[src/rtl/seq_const_lohi_pkg.sv]
// Shared types and constants for the constant lo/hi line sequencer.
package seq_const_lohi_pkg;

  typedef enum logic [1:0] {
    IDLE = 2'd0,
    WAIT = 2'd1,
    DONE = 2'd2
  } state_t;

  localparam logic DIR_UP   = 1'b1;
  localparam logic DIR_DOWN = 1'b0;

endpackage

[src/rtl/seq_const_lohi_dly_cnt.sv]
// Loadable dwell down-counter; saturates at zero so a maximum dwell never wraps.
module seq_const_lohi_dly_cnt #(
  parameter int DLYW = 4
) (
  input  logic            clk,
  input  logic            reset,
  input  logic            load,
  input  logic [DLYW-1:0] load_val,
  input  logic            dec,
  output logic            zero
);

  logic [DLYW-1:0] cnt_q;
  logic [DLYW-1:0] cnt_d;

  always_comb begin
    cnt_d = cnt_q;
    if (load) begin
      cnt_d = load_val;
    end else if (dec && (cnt_q != '0)) begin
      cnt_d = cnt_q - DLYW'(1);
    end
  end

  always_ff @(posedge clk or negedge reset) begin
    if (!reset) begin
      cnt_q <= '0;
    end else begin
      cnt_q <= cnt_d;
    end
  end

  assign zero = (cnt_q == '0);

endmodule

[src/rtl/seq_const_lohi_ctrl.sv]
// Steps a bank of tie-off lines to all-hi (LSB first) or all-lo (MSB first),
// one line per dwell period, behind a valid/ready request handshake.
module seq_const_lohi_ctrl
  import seq_const_lohi_pkg::*;
#(
  parameter int NBITS = 4,
  parameter int DLYW  = 4
) (
  input  logic             clk,
  input  logic             reset,
  input  logic             cfg_val,
  output logic             cfg_rdy,
  input  logic             cfg_dir,
  input  logic [DLYW-1:0]  cfg_dly,
  input  logic             abort,
  output logic [NBITS-1:0] out,
  output logic             busy,
  output logic             done
);

  localparam int IW = (NBITS > 1) ? $clog2(NBITS) : 1;

  state_t          state_q;
  logic            dir_q;
  logic [DLYW-1:0] dly_q;
  logic [IW-1:0]   idx_q;
  logic [NBITS-1:0] out_q;

  logic            cnt_zero;
  logic            cnt_load;
  logic            cnt_dec;
  logic [DLYW-1:0] cnt_load_val;
  logic [IW-1:0]   last_idx;
  logic            step;
  logic            accept;

  assign accept   = (state_q == IDLE) && cfg_val;
  assign step     = (state_q == WAIT) && !abort && cnt_zero;
  assign last_idx = (dir_q == DIR_UP) ? IW'(NBITS - 1) : '0;

  // The counter reloads both on acceptance and between steps; abort freezes it.
  assign cnt_load     = accept || (step && (idx_q != last_idx));
  assign cnt_load_val = accept ? cfg_dly : dly_q;
  assign cnt_dec      = (state_q == WAIT) && !abort && !cnt_zero;

  seq_const_lohi_dly_cnt #(
    .DLYW(DLYW)
  ) u_dly_cnt (
    .clk      (clk),
    .reset    (reset),
    .load     (cnt_load),
    .load_val (cnt_load_val),
    .dec      (cnt_dec),
    .zero     (cnt_zero)
  );

  always_ff @(posedge clk or negedge reset) begin
    if (!reset) begin
      state_q <= IDLE;
      dir_q   <= DIR_DOWN;
      dly_q   <= '0;
      idx_q   <= '0;
      out_q   <= '0;
    end else begin
      case (state_q)
        IDLE: begin
          if (cfg_val) begin
            dir_q   <= cfg_dir;
            dly_q   <= cfg_dly;
            idx_q   <= (cfg_dir == DIR_UP) ? '0 : IW'(NBITS - 1);
            state_q <= WAIT;
          end
        end
        WAIT: begin
          if (abort) begin
            state_q <= IDLE;
          end else if (cnt_zero) begin
            out_q[idx_q] <= dir_q;
            if (idx_q == last_idx) begin
              state_q <= DONE;
            end else if (dir_q == DIR_UP) begin
              idx_q <= idx_q + IW'(1);
            end else begin
              idx_q <= idx_q - IW'(1);
            end
          end
        end
        DONE: begin
          state_q <= IDLE;
        end
        default: begin
          state_q <= IDLE;
        end
      endcase
    end
  end

  assign out     = out_q;
  assign cfg_rdy = (state_q == IDLE);
  assign busy    = (state_q == WAIT);
  assign done    = (state_q == DONE);

endmodule

[config.mk]
export PLATFORM = sky130hd
export DESIGN_NAME = seq_const_lohi_ctrl
export DESIGN_NICKNAME = d
export VERILOG_FILES = /design/src/rtl/seq_const_lohi_pkg.sv /design/src/rtl/seq_const_lohi_dly_cnt.sv /design/src/rtl/seq_const_lohi_ctrl.sv
export SDC_FILE = /design/constraint.sdc
export NUM_CORES = 1
export LEC_CHECK = 0
export BUFFER_PORTS_ARGS = -buffer_cell sky130_fd_sc_hd__buf_2
export CORE_MARGIN = 1
export CORE_UTILIZATION = 53
export DETAILED_ROUTE_END_ITERATION = 8
export GPL_TIMING_DRIVEN = 0
export HOLD_SLACK_MARGIN = 0.12
export PLACE_DENSITY = 0.87
export SETUP_SLACK_MARGIN = 0.4
export SYNTH_ARGS = -nofsm -noshare
export SYNTH_HDL_FRONTEND = slang
export SYNTH_SLANG_ARGS = --single-unit
[constraint.sdc]
create_clock -name clk -period 2.3 [get_ports clk]
set_clock_uncertainty 0.15 [all_clocks]
set_input_delay 0.115 -clock clk [delete_from_list [all_inputs] [get_ports clk]]
set_output_delay 0.115 -clock clk [all_outputs]
set_load 0.01 [all_outputs]
# Yosys cells after proc, flatten, opt, wreduce, memory -nomap -nowiden
# Cells that the tools add are included.
# op_classes
n_addsub	3
order_cmp	2
eq_ne	10
n_mux	19
bitwise	1
reduce_logical	19
# ops
operator	n
two-way mux 2 bit	11
two-way mux 4 bit	3
case mux 2 bit (2 select lines)	2
logical AND 1 bit	7
!= test 2 bit (second input constant)	3
!= test 3 x 2 -> 1 bit (second input constant)	2
AND reduction 3 bit	2
AND reduction 5 bit	1
bitwise mux 4 bit	1
logical NOT 4 bit	1
nonzero test 2 bit	2
nonzero test 4 bit	1
subtractor 4 x 1 -> 4 bit (second input constant)	1
less-than comparator 2 x 3 -> 1 bit (second input constant)	1
adder 2 x 1 -> 2 bit (second input constant)	1
demux 1 bit (select 2 bit)	1
== test 2 x 1 -> 1 bit (second input constant)	1
== test 2 bit	1
== test 2 bit (second input constant)	1
greater-or-equal comparator 2 x 1 -> 1 bit (second input constant)	1
logical NOT 1 bit	2
logical NOT 2 bit	1
!= test 2 x 1 -> 1 bit (second input constant)	1
!= test 2 bit	1
5 further kinds	5
# word_totals
ff_bits	17
in_bits	9
wordCells	60

# Depth between registers and ports, before layout
# Gate-level depths: netlist of the first run.
# depth
depth_word	6
mapped_depth	7
mapped_depth_nobuf	6

# Cells and area by module
# A second synthesis of the first run with hierarchy kept.
# unflattened
cells_unflattened	80
hier_area_um2	949.7
# by_module_without_submodules
module	instances	cells_per_inst	area_per_inst_um2	seq_area_each_um2
seq_const_lohi_ctrl	1	53	679.4	325.3
seq_const_lohi_dly_cnt	1	27	270.3	100.1

# Worst setup path after synthesis of the first run
# OpenSTA, ideal clock, no wires.
# synth_timing
kind	reg2reg
startpoint	reg u_dly_cnt.cnt_q[0]
endpoint	reg out_q[2] (netlist: out[2])
setup_ps	125
t_arrival_ps	1561
setup_slack_ps	464
stages_incl_launch_ff	7
path_buffers	0
synth_period_minus_slack_ps	1836
path_cell_list	dfrtp_1 inv_1 ha_1 nor3b_2 nand2_1 nor3b_1 mux2_2
# synth_via
elab_chain_len	2
# synth_rtl
item	line_no	rtl
from (decl)	seq_const_lohi_dly_cnt.sv:13	logic [DLYW-1:0] cnt_q;
from (signal assigned)	seq_const_lohi_dly_cnt.sv:29	cnt_q <= cnt_d;
logical NOT 4 bit	seq_const_lohi_dly_cnt.sv:33	assign zero = (cnt_q == '0);
AND reduction 3 bit (no line)	--	
to (signal, indexed assignment)	seq_const_lohi_ctrl.sv:78	out_q[idx_q] <= dir_q;
to (decl)	seq_const_lohi_ctrl.sv:27	logic [NBITS-1:0] out_q;
# No other way between the ends.
# A chain may end at the register's enable or synchronous reset.

# Worst setup path after layout of the first run
# layout_timing
startpoint	reg u_dly_cnt.cnt_q[1]
endpoint	reg idx_q[0]
# layout_via
elab_chain_len	3
# layout_rtl
item	line_no	rtl
logical NOT 4 bit	seq_const_lohi_dly_cnt.sv:33	
!= test 2 x 1 -> 1 bit (no line)	--	
AND reduction 5 bit (no line)	--	
to (signal assigned)	seq_const_lohi_ctrl.sv:70	idx_q <= (cfg_dir == DIR_UP) ? '0 : IW'(NBITS - 1);
to (signal assigned)	seq_const_lohi_ctrl.sv:82	idx_q <= idx_q + IW'(1);
to (signal assigned)	seq_const_lohi_ctrl.sv:84	idx_q <= idx_q - IW'(1);
to (decl)	seq_const_lohi_ctrl.sv:26	logic [IW-1:0] idx_q;
# No other way between the ends.

==> out/results.ini, run 1 <==
[setup_path]
path_cells=inv_1, ha_2, nor3b_4, buf_6, a41oi_4, buf_6, o21ai_1, nand2_1
cp_common_cell=buf_6
worstPathRequired_ns=2.34
startpoint_type=flop
crit_type=flop to flop
slowest_stage=dfrtp_1
critPathArrivalTime_ns=2.00
worst-path-max-fanout=5
worstSetupEndpointType=flop
cpPeakStageDelay_ns=0.40

[yosys]
syn_inst=79
yosysUniqueCellTypes=30
avgSynthCellArea_um2=11.2
synth_seq_cells=17
synth-seq-area-share_pct=47.9
mappedNetlistArea_um2=888
synthFlopType=dfrtp_1
ys.warnings.count=0
synth_edf_count=0
synthesis.nets=89
synth-async-reset-ratio_pct=100

[power]
power.leakage_uw=0.000569
power_density_mw_per_mm2=1190
ir_worst_vdd_mv=0.624

[timing]
clock.fmax_mhz=512
final-max-slew-violation-count=0
rsz0062_at_grt=true
finalSetupViolations=0
timing.slew.headroom_pct=72.8
worstMarginPinSlew_ns=0.408
period_minus_slack_ns=1.95
hold_viol=0
setup_tns_ns=0
fin_crit_sh_pct=84.9

[grt]
grt_pass1_wl_mm=3.21
overflow=0
track_usage_pct=23.6
grt_max_degree=18
grt_pass1_vias=716
antenna_found_initial=0

[final_layout]
final_util_pct=79.1
insertedDiodeCount=0
nFillCells=106
layout-drive-gt1-share_pct=44.8
nets=127
layout.cells.non_filler=132
final_area_mm2=0.00122
area_growth_pct=37.2

[routing]
vias=781
drtPass1Iterations=4
avgRoutedWirePerCell_um=15.7
routed_wl_mm=2.07
drc_errors=0
drt_iter0_markers=28
antenna_left=0
via_per_inst=5.92

[cts]
htreeDepth=1
clock_path_buffers=2
cts_root_buffer=clkbuf_4
cts_tree=done
worstSkewPairLatency_ns=0.30
cts_num_sinks=17
path_clk_slew_ns=0.10
cts_buffers=3

[floorplan]
die_x_um=42.9
die_area_mm2=0.00184
die_h_um=42.9
ios=16
core-area_mm2=0.00154
rows=14
initial_core_util_pct=57.6

[place]
hpwl_mm=1.16
gp_congestion=0.772
portBuffers=15
placed_area_um2=983
dp.cells=110

[hold_path]
hold_path_class=primary input to async pin

[run_status]
outcome=finished clean

[job]
drv_cap=0

-- logic make-up (layout without fill, tap and decap cells) --
| kind of cell | count (synthesis) | in the layout | share of synthesized area, % |
|---|---|---|---|
| mux | 9 | 9 | 11.1 |
| flops | 17 | 17 | 47.9 |
| buf+inv | 7 | 44 | 4.65 |
| xor+xnor | 2 | 2 | 1.97 |
| compound gates | 15 | 15 | 12.3 |
| fa+ha+maj | 1 | 1 | 1.41 |
| simple gates | 28 | 28 | 20.7 |
-- flip-flops by register name, summed over array words and instances, names as in the netlist --
register	cells
dly_q	4
out	4
u_dly_cnt.cnt_q	4
idx_q	2
state_q	2
dir_q	1
-- critical path: cells and delay by family (launching register included) --
family / cells / cell delay (ns)
AOI/OAI and AO/OA: 2 / 0.31
adders and majority gates: 1 / 0.20
DFF: 1 / 0.40
and+or+nand+nor: 2 / 0.35
buffers and inverters: 3 / 0.44
-- layout make-up --
| type | instances | area (um^2) | share of cell area (%) |
|---|---|---|---|
| multi-input cells | 55 | 469 | 38.5 |
| flip-flops and latches | 17 | 425 | 34.9 |
| plain buffers | 2 | 22.5 | 1.85 |
| well taps | 16 | 20.0 | 1.64 |
| inverters | 5 | 18.8 | 1.54 |
| clock buffers | 4 | 26.3 | 2.16 |
| repair buffers | 33 | 236 | 19.4 |
-- stage by stage --
step	hold slack, ns	total power (uW)	setup WS (ns)
floorplan	-0.331	942	0.464
CTS	0.122	1320	0.353
detailed placement	-0.0908	1090	0.307
global placement	-0.0983	1050	0.343
finish	0.108	1440	0.347
global route	0.148	1530	0.310
-- final timing paths --
path | from | endpoint | slack, ns | cells after the start
worst min-delay path | reset | u_dly_cnt.cnt_q[1]$_DFFE_PN0P_ | 0.11 | 2
worst min register to register | dly_q[2]$_DFFE_PN0P_ | dly_q[2]$_DFFE_PN0P_ | 0.36 | 1
max in group asynchronous | reset | idx_q[0]$_DFFE_PN0P_ | 1.62 | 2
min in group clk | cfg_val | dly_q[1]$_DFFE_PN0P_ | 0.18 | 3
worst max register to register | u_dly_cnt.cnt_q[1]$_DFFE_PN0P_ | idx_q[0]$_DFFE_PN0P_ | 0.35 | 8
worst max-delay path | u_dly_cnt.cnt_q[1]$_DFFE_PN0P_ | idx_q[0]$_DFFE_PN0P_ | 0.35 | 8
-- routing by layer --
metal / global-route usage (%) / part of all wire (%) / routed length [um]
met5: 0 / 0 / 0
met2: 37.3 / 47 / 966
met3: 5.11 / 4.9 / 102
met1: 30.7 / 47 / 968
met4: 11.5 / 1.8 / 37
-- where the power goes --
group / internal, uW / leakage (uW) / switching, uW
registers: 424 / 0.000212 / 116
logic: 384 / 0.000342 / 354
clock network: 67.7 / 0.0000150 / 99.1
-- cells in the mapped netlist (2+ instances only) --
cell type / n / share of area, %
o21ai_1: 2 / 1.1
mux2i_1: 2 / 2.3
inv_1: 5 / 2.1
nand3_1: 2 / 1.1
nand2b_1: 2 / 1.4
a21oi_2: 2 / 2.0
nand2_1: 5 / 2.1
o21ai_0: 4 / 2.3
nor3b_2: 2 / 2.8
xnor2_1: 2 / 2.0
nor3_1: 2 / 1.1
a21oi_1: 3 / 1.7
nor2_1: 6 / 2.5
dfrtp_1: 17 / 48
mux2_2: 7 / 8.9
buf_6: 2 / 2.5
-- what timing repair did --
item / CTS / global route
pin swaps: 1 / 5
buffers inserted: 3 / 7
cloned: 0 / 1
endpoints found under the hold margin: 31 / 0
resized for setup: 5 / 9
setup endpoints to repair: 5 / 8
hold buffers: 7 / 0
-- layout by cell type, fill, tap and decap left out, drive strengths merged, types with 2 or more instances in the layout --
cell	count
dfrtp	17
o21ai	6
xnor2	2
inv	5
nand2	5
nand2b	2
a21oi	5
nor2	6
clkbuf	4
nor3b	4
mux2i	2
buf	28
mux2	7
dlygate4sd3	7
nand3	3
nor3	2
Note: power is estimated with default switching activity, not from simulation.
==> run 2, diff against run 1 <==
--- a/config.mk
+++ b/config.mk
@@ -5,6 +5,7 @@
 export SDC_FILE = /design/constraint.sdc
 export NUM_CORES = 1
 export LEC_CHECK = 0
+export ABC_AREA = 1
 export BUFFER_PORTS_ARGS = -buffer_cell sky130_fd_sc_hd__buf_2
 export CORE_MARGIN = 1
 export CORE_UTILIZATION = 53
==> constraint.sdc (replaced) <==
create_clock -name clk -period 1.8 [get_ports clk]
set_clock_uncertainty 0.15 [all_clocks]
set_input_delay 0.09 -clock clk [delete_from_list [all_inputs] [get_ports clk]]
set_output_delay 0.09 -clock clk [all_outputs]
set_load 0.01 [all_outputs]
==> out/results.ini, run 2 <==
[place]
portBuffers=15
gp_congestion=0.840
placed_area_mm2=0.00103
dp_slack_ns=0.294
hpwl_mm=1.28

[hold_path]
hp-start=abort
hold_end=out[0]$_DFFE_PN0P_
hold_path_class=primary input to flop
holdPathStages=6

[yosys]
yosysMostFrequentCell=nand2_1
synth_top_area_share_pct=46.6
synthesis.nets=126
synth-seq-area-share_pct=46.6
yosysUniqueCellTypes=18
synth_top_area_cell=dfrtp_1
synthFlopType=dfrtp_1
ys.warnings.count=0
mappedNetlistArea_um2=913
yosys-top-cells-area=dfrtp_1, nand2_1, inv_1, nand3_1, nor2_4
synth_edf_count=0
synth_common_cells=nand2_1, dfrtp_1, inv_1
synth_seq_cells=17
avgSynthCellArea_um2=7.87
synth-async-reset-ratio_pct=100
syn_inst=116

[timing]
final-max-slew-violation-count=0
rsz0062_at_grt=true
worstMarginPinSlew_ns=0.369
setup_tns_ns=0
hold_viol=0
timing.slew.headroom_pct=75.4
period_minus_slack_ns=1.52
finalSetupViolations=0
holdWs_ns=0.105
clock.fmax_mhz=657
fin_ws_ns=0.278
fin_crit_sh_pct=84.5

[power]
p_int_uw=1100
comb_power_share_pct=55.1
power_density_mw_per_mm2=1610
ir_worst_vdd_mv=1.07
p_sw_share_pct=44.3
pwr-share-seq_pct=34.4
power.leakage_uw=0.000652
switching_power_uw=871
clkPwrFrac_pct=10.5

[final_layout]
nFillCells=119
mostFrequentLayoutCells=nand2_1, dfrtp_1, buf_2
nets=163
multiInputGateArea_um2=447
final_util_pct=78.3
regArea_um2=428
final_common_cell=nand2_1
layout-drive-gt1-share_pct=30.3
insertedDiodeCount=0
area_growth_pct=33.6
final_area_mm2=0.00122

[cts]
cts_buffers=3
cts_root_buffer=clkbuf_4
path_clk_slew_ns=0.10
cts_num_sinks=17
htreeDepth=1
cts_tree=done
clock_path_buffers=2
worstSkewPairLatency_ns=0.30

[setup_path]
critPathArrivalTime_ns=1.54
path_delay_family=flip-flops
startpoint_type=flop
worstSetupEndpointType=flop
slowest_stage=dfrtp_1
r2r_slack_ns=0.28
path_cells=inv_2, ha_4, nand3_4, nor2_4, buf_4, nand3_1, nand2_1, o21ai_0
cpPeakStageDelay_ns=0.40
worst-path-max-fanout=5
rr_worst_depth=8
worstPathRequired_ns=1.82
reg2reg_to=out[2]$_DFFE_PN0P_
r2r-start=u_dly_cnt.cnt_q[1]$_DFFE_PN0P_
critPathBufInv=2
crit_type=flop to flop

[floorplan]
die_x_um=43.5
initial_core_util_pct=58.6
rows=14
die_area_mm2=0.00189
die_h_um=43.5
core-area_mm2=0.00156
ios=16

[routing]
antenna_left=0
routed_wl_mm=2.05
drt_iter0_markers=17
drtPass1Iterations=6
avgRoutedWirePerCell_um=12.2
drc_errors=2
via_per_inst=5.24
vias=881

[grt]
grt_pass1_vias=840
overflow=0
antenna_found_initial=0
grt_max_degree=18
track_usage_pct=24.6
grt_pass1_wl_mm=3.39

[run_status]
violations=DRC
outcome=finished with violations

[job]
drv_cap=0

==> run 2: layer usage <==
layer  vias to the layer above  wire length [um]  GRT usage [%]
met3                         5                78           4.58
met2                        22              1050           42.4
li1                        438                 -              -
met4                         0                27           10.6
met5                         -                 0              0
met1                       416               892           30.1
==> run 2: how the worst max path moves through the flow <==
stage | start | endpoint | slack [ns] | cells after the start
after detailed placement | u_dly_cnt.cnt_q[0]$_DFFE_PN0P_ | idx_q[1]$_DFFE_PN0P_ | 0.29 | 9
after global routing | u_dly_cnt.cnt_q[1]$_DFFE_PN0P_ | out[2]$_DFFE_PN0P_ | 0.23 | 8
after floorplan | u_dly_cnt.cnt_q[1]$_DFFE_PN0P_ | idx_q[1]$_DFFE_PN0P_ | 0.41 | 9
after global placement | u_dly_cnt.cnt_q[1]$_DFFE_PN0P_ | idx_q[1]$_DFFE_PN0P_ | 0.32 | 9
final | u_dly_cnt.cnt_q[1]$_DFFE_PN0P_ | out[2]$_DFFE_PN0P_ | 0.28 | 8
after CTS | u_dly_cnt.cnt_q[0]$_DFFE_PN0P_ | idx_q[1]$_DFFE_PN0P_ | 0.35 | 9
==> run 2: worst reg2reg max path: stages, from the launching register on <==
cell and delay (ns):
dfrtp_1 0.40, inv_2 0.08, ha_4 0.15, nand3_4 0.07, nor2_4 0.18, buf_4 0.14, nand3_1 0.07, nand2_1 0.06
o21ai_0 0.08
==> run 2: what timing repair did <==
action	CTS	global route
endpoints found under the hold margin	30	0
setup buffers	5	3
endpoints found under the setup margin	10	13
gates resized for setup	3	7
hold buffers	9	0
pin swaps	6	4
==> run 2: cell type report <==
class	count	area share [%]
tap	16	1.64
timing repair buffer	32	18.5
inverter	16	5.13
sequential	17	35.1
buffer	1	0.923
multi-input combinational	82	36.6
clock buffer	4	2.15
==> run 2: metrics by stage <==
step           instances  power, uW
3_5_place_dp         147       1560
2_1_floorplan        116       1340
4_1_cts              165       1850
5_1_grt              168       2120
6_report             168       1970
3_3_place_gp         147       1520
==> run 2: cell families after synthesis <==
kind of cell | synth area share (%)
flip-flops | 46.6
XOR/XNOR | 1.92
AND/OR/NAND/NOR | 37.0
buffers and inverters | 7.81
AO/OA/AOI/OAI | 5.34
adder cells (fa/ha/maj) | 1.37
==> run 2: power groups by stage <==
stage          registers (uW)  logic [uW]  clock network, uW
3_5_place_dp              680         876                  0
6_report                  677        1080                206
5_1_grt                   697        1210                218
2_1_floorplan             674         668                  0
4_1_cts                   668         977                207
3_3_place_gp              673         843                  0
